### src/rtl/mul_job_dispatcher.sv
`timescale 1ns/1ps
// Job FIFO and launch sequencer for the shift-add multiplier CPU; returns results in order.
// Define MUL_DISPATCH_CYCLE_COUNT_EN to add out_cycles (WAIT counter captured with the result).
module mul_job_dispatcher #(
  parameter int unsigned BIT_WIDTH      = 16,
  parameter int unsigned FIFO_DEPTH     = 4,
  parameter int unsigned TIMEOUT_CYCLES = 500,
  parameter int unsigned RST_CYCLES     = 2
) (
  input  logic                 clk,
  input  logic                 rst_n,
  input  logic                 in_valid,
  output logic                 in_ready,
  input  logic [BIT_WIDTH-1:0] in_a,
  input  logic [BIT_WIDTH-1:0] in_b,
  output logic                 out_valid,
  input  logic                 out_ready,
  output logic [BIT_WIDTH-1:0] out_result,
  output logic                 out_error,
  output logic                 busy,
  output logic                 cpu_start,
  output logic [BIT_WIDTH-1:0] cpu_operand_a,
  output logic [BIT_WIDTH-1:0] cpu_operand_b,
  input  logic [BIT_WIDTH-1:0] cpu_result,
  input  logic                 cpu_done,
  output logic                 cpu_rst_n
`ifdef MUL_DISPATCH_CYCLE_COUNT_EN
  ,
  output logic [15:0]          out_cycles
`endif
);

  localparam int unsigned PTR_W  = (FIFO_DEPTH > 1) ? $clog2(FIFO_DEPTH) : 1;
  localparam int unsigned CNT_W  = PTR_W + 1;
  localparam int unsigned WAIT_W = $clog2(TIMEOUT_CYCLES + 1);
  localparam int unsigned RST_W  = (RST_CYCLES > 1) ? $clog2(RST_CYCLES + 1) : 1;

  typedef enum logic [2:0] {
    S_IDLE,
    S_LAUNCH,
    S_WAIT,
    S_HOLD,
    S_CPU_RST,
    S_SETTLE
  } state_t;

  state_t               r_state;
  state_t               w_next;

  logic [BIT_WIDTH-1:0] r_fifo_a [FIFO_DEPTH];
  logic [BIT_WIDTH-1:0] r_fifo_b [FIFO_DEPTH];
  logic [PTR_W-1:0]     r_wr_ptr;
  logic [PTR_W-1:0]     r_rd_ptr;
  logic [CNT_W-1:0]     r_count;

  logic [BIT_WIDTH-1:0] r_op_a;
  logic [BIT_WIDTH-1:0] r_op_b;
  logic [BIT_WIDTH-1:0] r_result;
  logic                 r_error;
  logic [WAIT_W-1:0]    r_wait_cnt;
  logic [RST_W-1:0]     r_rst_cnt;

  logic                 w_full;
  logic                 w_empty;
  logic                 w_push;
  logic                 w_pop;
  logic                 w_timeout;
  logic                 w_rst_last;

  // Full is judged on the registered count only, so a same-cycle pop never frees a slot.
  assign w_full     = (r_count == CNT_W'(FIFO_DEPTH));
  assign w_empty    = (r_count == '0);
  assign w_push     = in_valid && in_ready;
  assign w_pop      = (r_state == S_IDLE) && !w_empty;
  assign w_timeout  = (r_wait_cnt == WAIT_W'(TIMEOUT_CYCLES - 1));
  assign w_rst_last = (r_rst_cnt == RST_W'(RST_CYCLES - 1));

  assign in_ready      = rst_n && !w_full;
  assign out_valid     = (r_state == S_HOLD);
  assign out_result    = r_result;
  assign out_error     = r_error;
  assign busy          = (r_state != S_IDLE) || !w_empty;
  assign cpu_start     = (r_state == S_LAUNCH);
  assign cpu_operand_a = r_op_a;
  assign cpu_operand_b = r_op_b;
  assign cpu_rst_n     = rst_n && (r_state != S_CPU_RST);

  always_ff @(posedge clk) begin
    if (w_push) begin
      r_fifo_a[r_wr_ptr] <= in_a;
      r_fifo_b[r_wr_ptr] <= in_b;
    end
  end

  always_ff @(posedge clk or negedge rst_n) begin
    if (!rst_n) begin
      r_wr_ptr <= '0;
      r_rd_ptr <= '0;
      r_count  <= '0;
    end else begin
      if (w_push) r_wr_ptr <= r_wr_ptr + 1'b1;
      if (w_pop)  r_rd_ptr <= r_rd_ptr + 1'b1;
      case ({w_push, w_pop})
        2'b10:   r_count <= r_count + 1'b1;
        2'b01:   r_count <= r_count - 1'b1;
        default: r_count <= r_count;
      endcase
    end
  end

  always_ff @(posedge clk or negedge rst_n) begin
    if (!rst_n) r_state <= S_IDLE;
    else        r_state <= w_next;
  end

  always_comb begin
    w_next = r_state;
    case (r_state)
      S_IDLE:    if (!w_empty) w_next = S_LAUNCH;
      S_LAUNCH:  w_next = S_WAIT;
      S_WAIT:    if (cpu_done || w_timeout) w_next = S_HOLD;
      S_HOLD:    if (out_ready) w_next = S_CPU_RST;
      S_CPU_RST: if (w_rst_last) w_next = S_SETTLE;
      S_SETTLE:  w_next = S_IDLE;
      default:   w_next = S_IDLE;
    endcase
  end

`ifdef MUL_DISPATCH_CYCLE_COUNT_EN
  logic [15:0] r_cycles;
  assign out_cycles = r_cycles;

  always_ff @(posedge clk or negedge rst_n) begin
    if (!rst_n)                                           r_cycles <= '0;
    else if ((r_state == S_WAIT) && (cpu_done || w_timeout)) r_cycles <= 16'(r_wait_cnt);
  end
`endif

  always_ff @(posedge clk or negedge rst_n) begin
    if (!rst_n) begin
      r_op_a     <= '0;
      r_op_b     <= '0;
      r_result   <= '0;
      r_error    <= 1'b0;
      r_wait_cnt <= '0;
      r_rst_cnt  <= '0;
    end else begin
      if (w_pop) begin
        r_op_a <= r_fifo_a[r_rd_ptr];
        r_op_b <= r_fifo_b[r_rd_ptr];
      end
      case (r_state)
        S_LAUNCH: r_wait_cnt <= '0;
        S_WAIT: begin
          r_wait_cnt <= r_wait_cnt + 1'b1;
          // done takes priority over a coincident timeout
          if (cpu_done) begin
            r_result <= cpu_result;
            r_error  <= 1'b0;
          end else if (w_timeout) begin
            r_result <= '0;
            r_error  <= 1'b1;
          end
        end
        S_HOLD:    if (out_ready) r_rst_cnt <= '0;
        S_CPU_RST: r_rst_cnt <= r_rst_cnt + 1'b1;
        default:   ;
      endcase
    end
  end

endmodule

### config.mk
export PLATFORM = sky130hd
export DESIGN_NAME = mul_job_dispatcher
export DESIGN_NICKNAME = d
export VERILOG_FILES = /design/src/rtl/mul_job_dispatcher.sv
export SDC_FILE = /design/constraint.sdc
export NUM_CORES = 1
export LEC_CHECK = 0
export ABC_AREA = 1
export CAP_MARGIN = 20
export CORE_MARGIN = 1
export CORE_UTILIZATION = 57
export CTS_BUF_LIST = sky130_fd_sc_hd__clkbuf_4 sky130_fd_sc_hd__clkbuf_8
export DETAILED_ROUTE_END_ITERATION = 16
export GPL_ROUTABILITY_DRIVEN = 0
export HOLD_SLACK_MARGIN = 0.12
export PLACE_DENSITY = 0.82
export SYNTH_ARGS = -nofsm -noshare
export SYNTH_HDL_FRONTEND = slang
export SYNTH_SLANG_ARGS = --single-unit
### constraint.sdc
create_clock -name clk -period 2.93 [get_ports clk]
set_input_delay 0.586 -clock clk [delete_from_list [all_inputs] [get_ports clk]]
set_output_delay 0.586 -clock clk [all_outputs]
set_load 0.01 [all_outputs]
==> flow_metrics.py, run 1 <==
metrics = {
    "detailed_routing": {
        "dr.pass1.iters": 5,
        "viasPerCell": 5.39,
        "routed_wl_um": 15700,
        "drc": 0,
        "wire_per_inst_um": 16.0,
        "num_vias": 5305,
        "antenna_left": 0,
        "drt_iter0_markers": 459,
    },
    "floorplanning": {
        "pin_count": 107,
        "die_h_um": 120,
        "initial_utilization_pct": 59.0,
        "die_w_um": 120,
        "dieArea_mm2": 0.0144,
        "rows": 42,
        "coreArea_mm2": 0.0134,
    },
    "sta": {
        "skew_ns": 0.00842,
        "timing.hold.ws_ns": 0.362,
        "fmax_mhz": 406,
        "hold_viol_final": 0,
        "setup_ws_ns": 0.466,
        "setup_viol": 0,
        "fin_crit_sh_pct": 84.1,
        "fin_crit_ns": 2.46,
        "report.final.slew_viol_count": 0,
        "tns_ns": 0,
        "relSlewSlack_pct": 31.7,
        "rsz0062_at_grt": "no",
        "worst_pin_slew_ns": 1.02,
    },
    "place": {
        "dpl.hpwl_um": 9860,
        "dp_slack_ns": 0.446,
        "port_buffers": 106,
        "placed_cells": 952,
    },
    "finish": {
        "stdcell_count": 984,
        "final_nets": 856,
        "layout-drive-gt1-share_pct": 8.54,
        "antennaDiodeCount": 0,
        "syn_to_final_growth_pct": 20.7,
        "post-route-util_pct": 71.2,
        "layout_common_cells": "168 x nand2_1, 128 x edfxtp_1, 111 x nor2_1",
        "layout_commonest_cell": "nand2_1",
    },
    "clock_tree": {
        "clk_latency_ns": 0.45,
        "post_cts_buffers": 0,
        "clock_sinks": 198,
        "cts_made_buffers": 17,
        "root_buffer": "clkbuf_8",
        "postCtsHoldBufs": 0,
        "clk_pin_slew_worst_paths_ns": 0.09,
        "cts_tree": "yes",
        "cts_resized": 0,
        "htree_num_levels": 4,
        "clockBufferDepth": 2,
    },
    "setup_path": {
        "end_kind": "output port",
        "path_max_fanout": 4,
        "cp-start-kind": "flop",
        "rr_startpoint": "r_state[0]",
        "arrival_ns": 1.88,
        "critPathKind": "reg -> out",
        "worstPathRequired_ns": 2.34,
        "critPathLaunch": "r_state[0]",
    },
    "yosys": {
        "synth-main-ff-cell": "edfxtp_1",
        "async_flop_share_pct": 35.4,
        "synth.largest_area_cell": "edfxtp_1",
        "synth_area_mm2": 0.00791,
        "syn_inst": 691,
        "synth_fp_nets": 752,
        "synth_seq_area_share_pct": 70.7,
        "synth-seq-cells": 198,
        "synth.area.top_cells": "edfxtp_1 49%, dfrtp_1 22%, nand2_1 8.0%",
        "synth.top_cell.area_share_pct": 48.6,
        "yosysWarnings": 0,
        "synth_edf_count": 128,
        "syn_area_per_cell_um2": 11.4,
        "synthDistinctLibCells": 34,
    },
    "grt": {
        "track_usage_pct": 24.0,
        "antenna_found_initial": 1,
        "grt_max_degree": 71,
        "grt-ovfl-total": 0,
        "grt_pass1_wl_um": 26300,
        "grt_pass1_vias": 5424,
    },
    "pwr": {
        "peakVddDrop_v": 0.000444,
        "static-leakage-power_nw": 3.75,
        "powerDensity_mw_per_mm2": 963,
    },
    "hold_path": {
        "hold_class": "in -> async",
    },
    "job": {
        "maxCapViolCount": 0,
    },
    "status": {
        "status": "completed",
    },
}
==> worst max-delay path, stage by stage (launching register included) <==
cell             delay (ns)
dfrtp_1                0.44
inv_2                  0.09
nand2_1                0.11
nor2_1                 0.24
nor2_1                 0.07
clkdlybuf4s50_1        0.48
==> flip-flops by register name, indices dropped and copies added, names as in the netlist <==
name	count
r_fifo_b	64
r_state	3
r_count	3
r_fifo_a	64
r_wait_cnt	9
out_error	1
r_rst_cnt	2
cpu_operand_a	16
r_rd_ptr	2
r_wr_ptr	2
out_result	16
cpu_operand_b	16
==> kinds of logic after synthesis <==
family	Yosys count	synth area share (%)
DFF	198	70.7
AOI/OAI and AO/OA	119	8.18
adders and majority gates	8	1.36
xor gates and xnor gates	4	0.443
and+or+nand+nor	303	15.2
buffers and inverters	59	4.05
==> cell usage after synthesis (2+ instances only) <==
library cell	n
nand2_4	2
nand2_1	168
nor2_1	115
dfrtp_1	70
buf_6	7
buf_4	7
xnor2_1	2
inv_2	5
o22ai_1	2
buf_2	9
o21ai_0	84
nand2_2	4
inv_1	23
ha_1	7
clkbuf_1	4
nand3_1	9
edfxtp_1	128
xor2_1	2
clkbuf_2	2
o21ai_1	19
a21oi_1	7
nor2_4	3
==> layer usage <==
metal  global-route usage (%)  share of wire [%]
met2                     40.2                 49
met5                        0              0.070
met4                     9.14                1.7
met3                     4.99                6.4
met1                     30.9                 42
==> final timing paths <==
check | cells after the start | slack, ns | to
min reg2reg | 2 | 0.48 | out_result[2]
max in group asynchronous | 2 | 1.93 | r_rd_ptr[1]
max reg2reg | 11 | 0.64 | r_count[2]
min | 2 | 0.36 | out_result[14]
min in group clk | 2 | 0.48 | out_result[2]
max | 5 | 0.47 | cpu_rst_n
==> stage by stage <==
stage | total power [W] | cell area [um2]
2_1_floorplan | 0.00620 | 7910
3_3_place_gp | 0.00732 | 9130
3_5_place_dp | 0.00750 | 9130
4_1_cts | 0.00928 | 9550
5_1_grt | 0.00984 | 9550
6_report | 0.00919 | 9550
==> power breakdown <==
part           switching (W)  internal (W)
registers           0.000362       0.00362
logic                0.00204       0.00141
clock network       0.000864      0.000901
total                0.00326       0.00593
==> final cells by class <==
class	count	area [um2]
Sequential cell	198	5600
Fill cell	907	3850
Inverter	30	119
Timing Repair Buffer	114	1170
Tap cell	176	220
Clock inverter	7	91.3
Clock buffer	25	325
Multi-Input combinational cell	434	2020
Power figures use the tool's default switching activity.
==> run 2: changes to the inputs <==
clock period = 2.55 ns   (was 2.93 ns; I/O delays follow)
==> flow_metrics.py, run 2 (synthesis results as in run 1) <==
metrics = {
    "status": {
        "status": "completed",
    },
    "sta": {
        "rsz0062_at_grt": "no",
        "hold_viol_final": 0,
        "skew_ns": 0.0132,
        "fin_crit_ns": 2.37,
        "fmax_mhz": 422,
        "relSlewSlack_pct": 39.0,
        "report.final.slew_viol_count": 0,
        "worst_pin_slew_ns": 0.915,
        "fin_crit_sh_pct": 92.9,
        "setup_viol": 0,
    },
    "setup_path": {
        "rr_startpoint": "r_state[1]",
        "ff2ff_setup_slack_ns": 0.60,
        "cp-start-kind": "flop",
        "crit_chain": "inv_2, nand2_1, nor2_1, nor2_1, clkdlybuf4s50_1",
        "r2r-end": "r_count[2]",
        "worstPathRequired_ns": 2.04,
        "critPathLaunch": "r_state[1]",
        "end_kind": "output port",
        "critPathMaxStageDelay_ns": 0.49,
        "critPathCapture": "cpu_rst_n",
        "r2r_cells": 11,
        "path_max_fanout": 4,
        "arrival_ns": 1.86,
        "critPathKind": "reg -> out",
        "crit_top_cell": "nor2_1",
        "slowest_stage": "clkdlybuf4s50_1",
    },
    "clock_tree": {
        "cts_tree": "yes",
        "cts_resized": 0,
        "root_buffer": "clkbuf_8",
        "postCtsHoldBufs": 0,
        "clk_pin_slew_worst_paths_ns": 0.09,
        "post_cts_buffers": 0,
        "clk_latency_ns": 0.47,
        "cts_made_buffers": 17,
        "htree_num_levels": 4,
        "clock_sinks": 198,
        "clockBufferDepth": 2,
    },
    "pwr": {
        "finalPower_w": 0.0106,
        "static-leakage-power_nw": 3.76,
        "peakVddDrop_v": 0.000569,
        "powerDensity_mw_per_mm2": 1110,
    },
    "finish": {
        "syn_to_final_growth_pct": 20.8,
        "reg_top3": "r_fifo_a x64, r_fifo_b x64",
        "post-route-util_pct": 71.3,
        "layout_commonest_cell": "nand2_1",
        "antennaDiodeCount": 0,
        "layout_common_cells": "168 x nand2_1, 128 x edfxtp_1, 111 x nor2_1",
        "final_nets": 863,
        "layout-drive-gt1-share_pct": 9.08,
    },
    "detailed_routing": {
        "wire_per_inst_um": 16.0,
        "dr.pass1.iters": 5,
        "routed_wl_um": 15900,
        "antenna_left": 0,
        "drt_iter0_markers": 291,
        "drc": 0,
        "num_vias": 5340,
        "viasPerCell": 5.39,
    },
    "grt": {
        "track_usage_pct": 23.6,
        "grt_max_degree": 71,
        "grt_pass1_wl_um": 25800,
        "grt_pass1_vias": 5341,
        "antenna_found_initial": 0,
        "grt-ovfl-total": 0,
    },
    "job": {
        "maxCapViolCount": 0,
    },
    "place": {
        "port_buffers": 106,
        "dpl.hpwl_um": 10000,
    },
    "floorplanning": {
        "rows": 42,
        "die_w_um": 120,
        "dieArea_mm2": 0.0144,
        "pin_count": 107,
        "die_h_um": 120,
        "initial_utilization_pct": 59.0,
        "coreArea_mm2": 0.0134,
    },
    "hold_path": {
        "hold_class": "in -> async",
    },
}
## run 2: cell count changes in the layout (fill, tap and decap cells not counted), moves of 2 or more
cell	change
buf_4	+9
clkbuf_8	-3
buf_12	-2
clkbuf_4	-2
clkinv_1	+2
clkinvlp_4	+2
## run 2: area by class of cell
class,count,area [um2]
flip-flops and latches,198,5600
fillers,917,3850
multi-input cells,434,2020
repair buffers,121,1200
clock buffers,20,269
well taps,176,220
clock inverters,12,126
inverters,30,119
## run 2: through the flow
step	instance area [um2]	setup slack [ns]	hold slack [ns]	cells	setup TNS (ns)
6_report	9550	0.181	0.261	991	0
3_3_place_gp	9160	0.407	0.453	959	0
4_1_cts	9550	0.159	0.286	991	0
5_1_grt	9550	0.0700	0.339	991	0
2_1_floorplan	7910	-0.141	0.214	691	-18.04
3_5_place_dp	9160	0.398	0.461	959	0
## run 2: routing by layer
| layer | global-route usage, % | vias to the layer above | share of wire, % |
|---|---|---|---|
| met4 | 9.84 | 0 | 2.0 |
| met5 | 0 | - | 0 |
| met2 | 39.6 | 203 | 50 |
| met3 | 5.51 | 30 | 6.0 |
| met1 | 29.7 | 2578 | 42 |
| li1 | - | 2529 | - |
## run 2: how the worst min path moves through the flow
stage | start | to | slack (ns) | depth (start not counted)
floorplan | rst_n | cpu_operand_a[0] | 0.21 | 0
global placement | out_result[8] | out_result[8] | 0.45 | 2
detailed placement | out_result[2] | out_result[2] | 0.46 | 2
CTS | rst_n | out_result[3] | 0.29 | 2
global route | rst_n | out_result[3] | 0.34 | 2
finish | rst_n | out_result[3] | 0.26 | 2
## run 2: worst max-delay path, delay by kind of cell (launching register included)
kind	cells	cell delay, ns
flops	1	0.44
simple gates	3	0.40
buf+inv	2	0.56
## run 2: where the power goes
part	switching (W)	internal, W	total [W]
clock	0.00103	0.000930	0.00196
combinational	0.00236	0.00168	0.00404
sequential	0.000415	0.00416	0.00457
total	0.00381	0.00676	0.0106
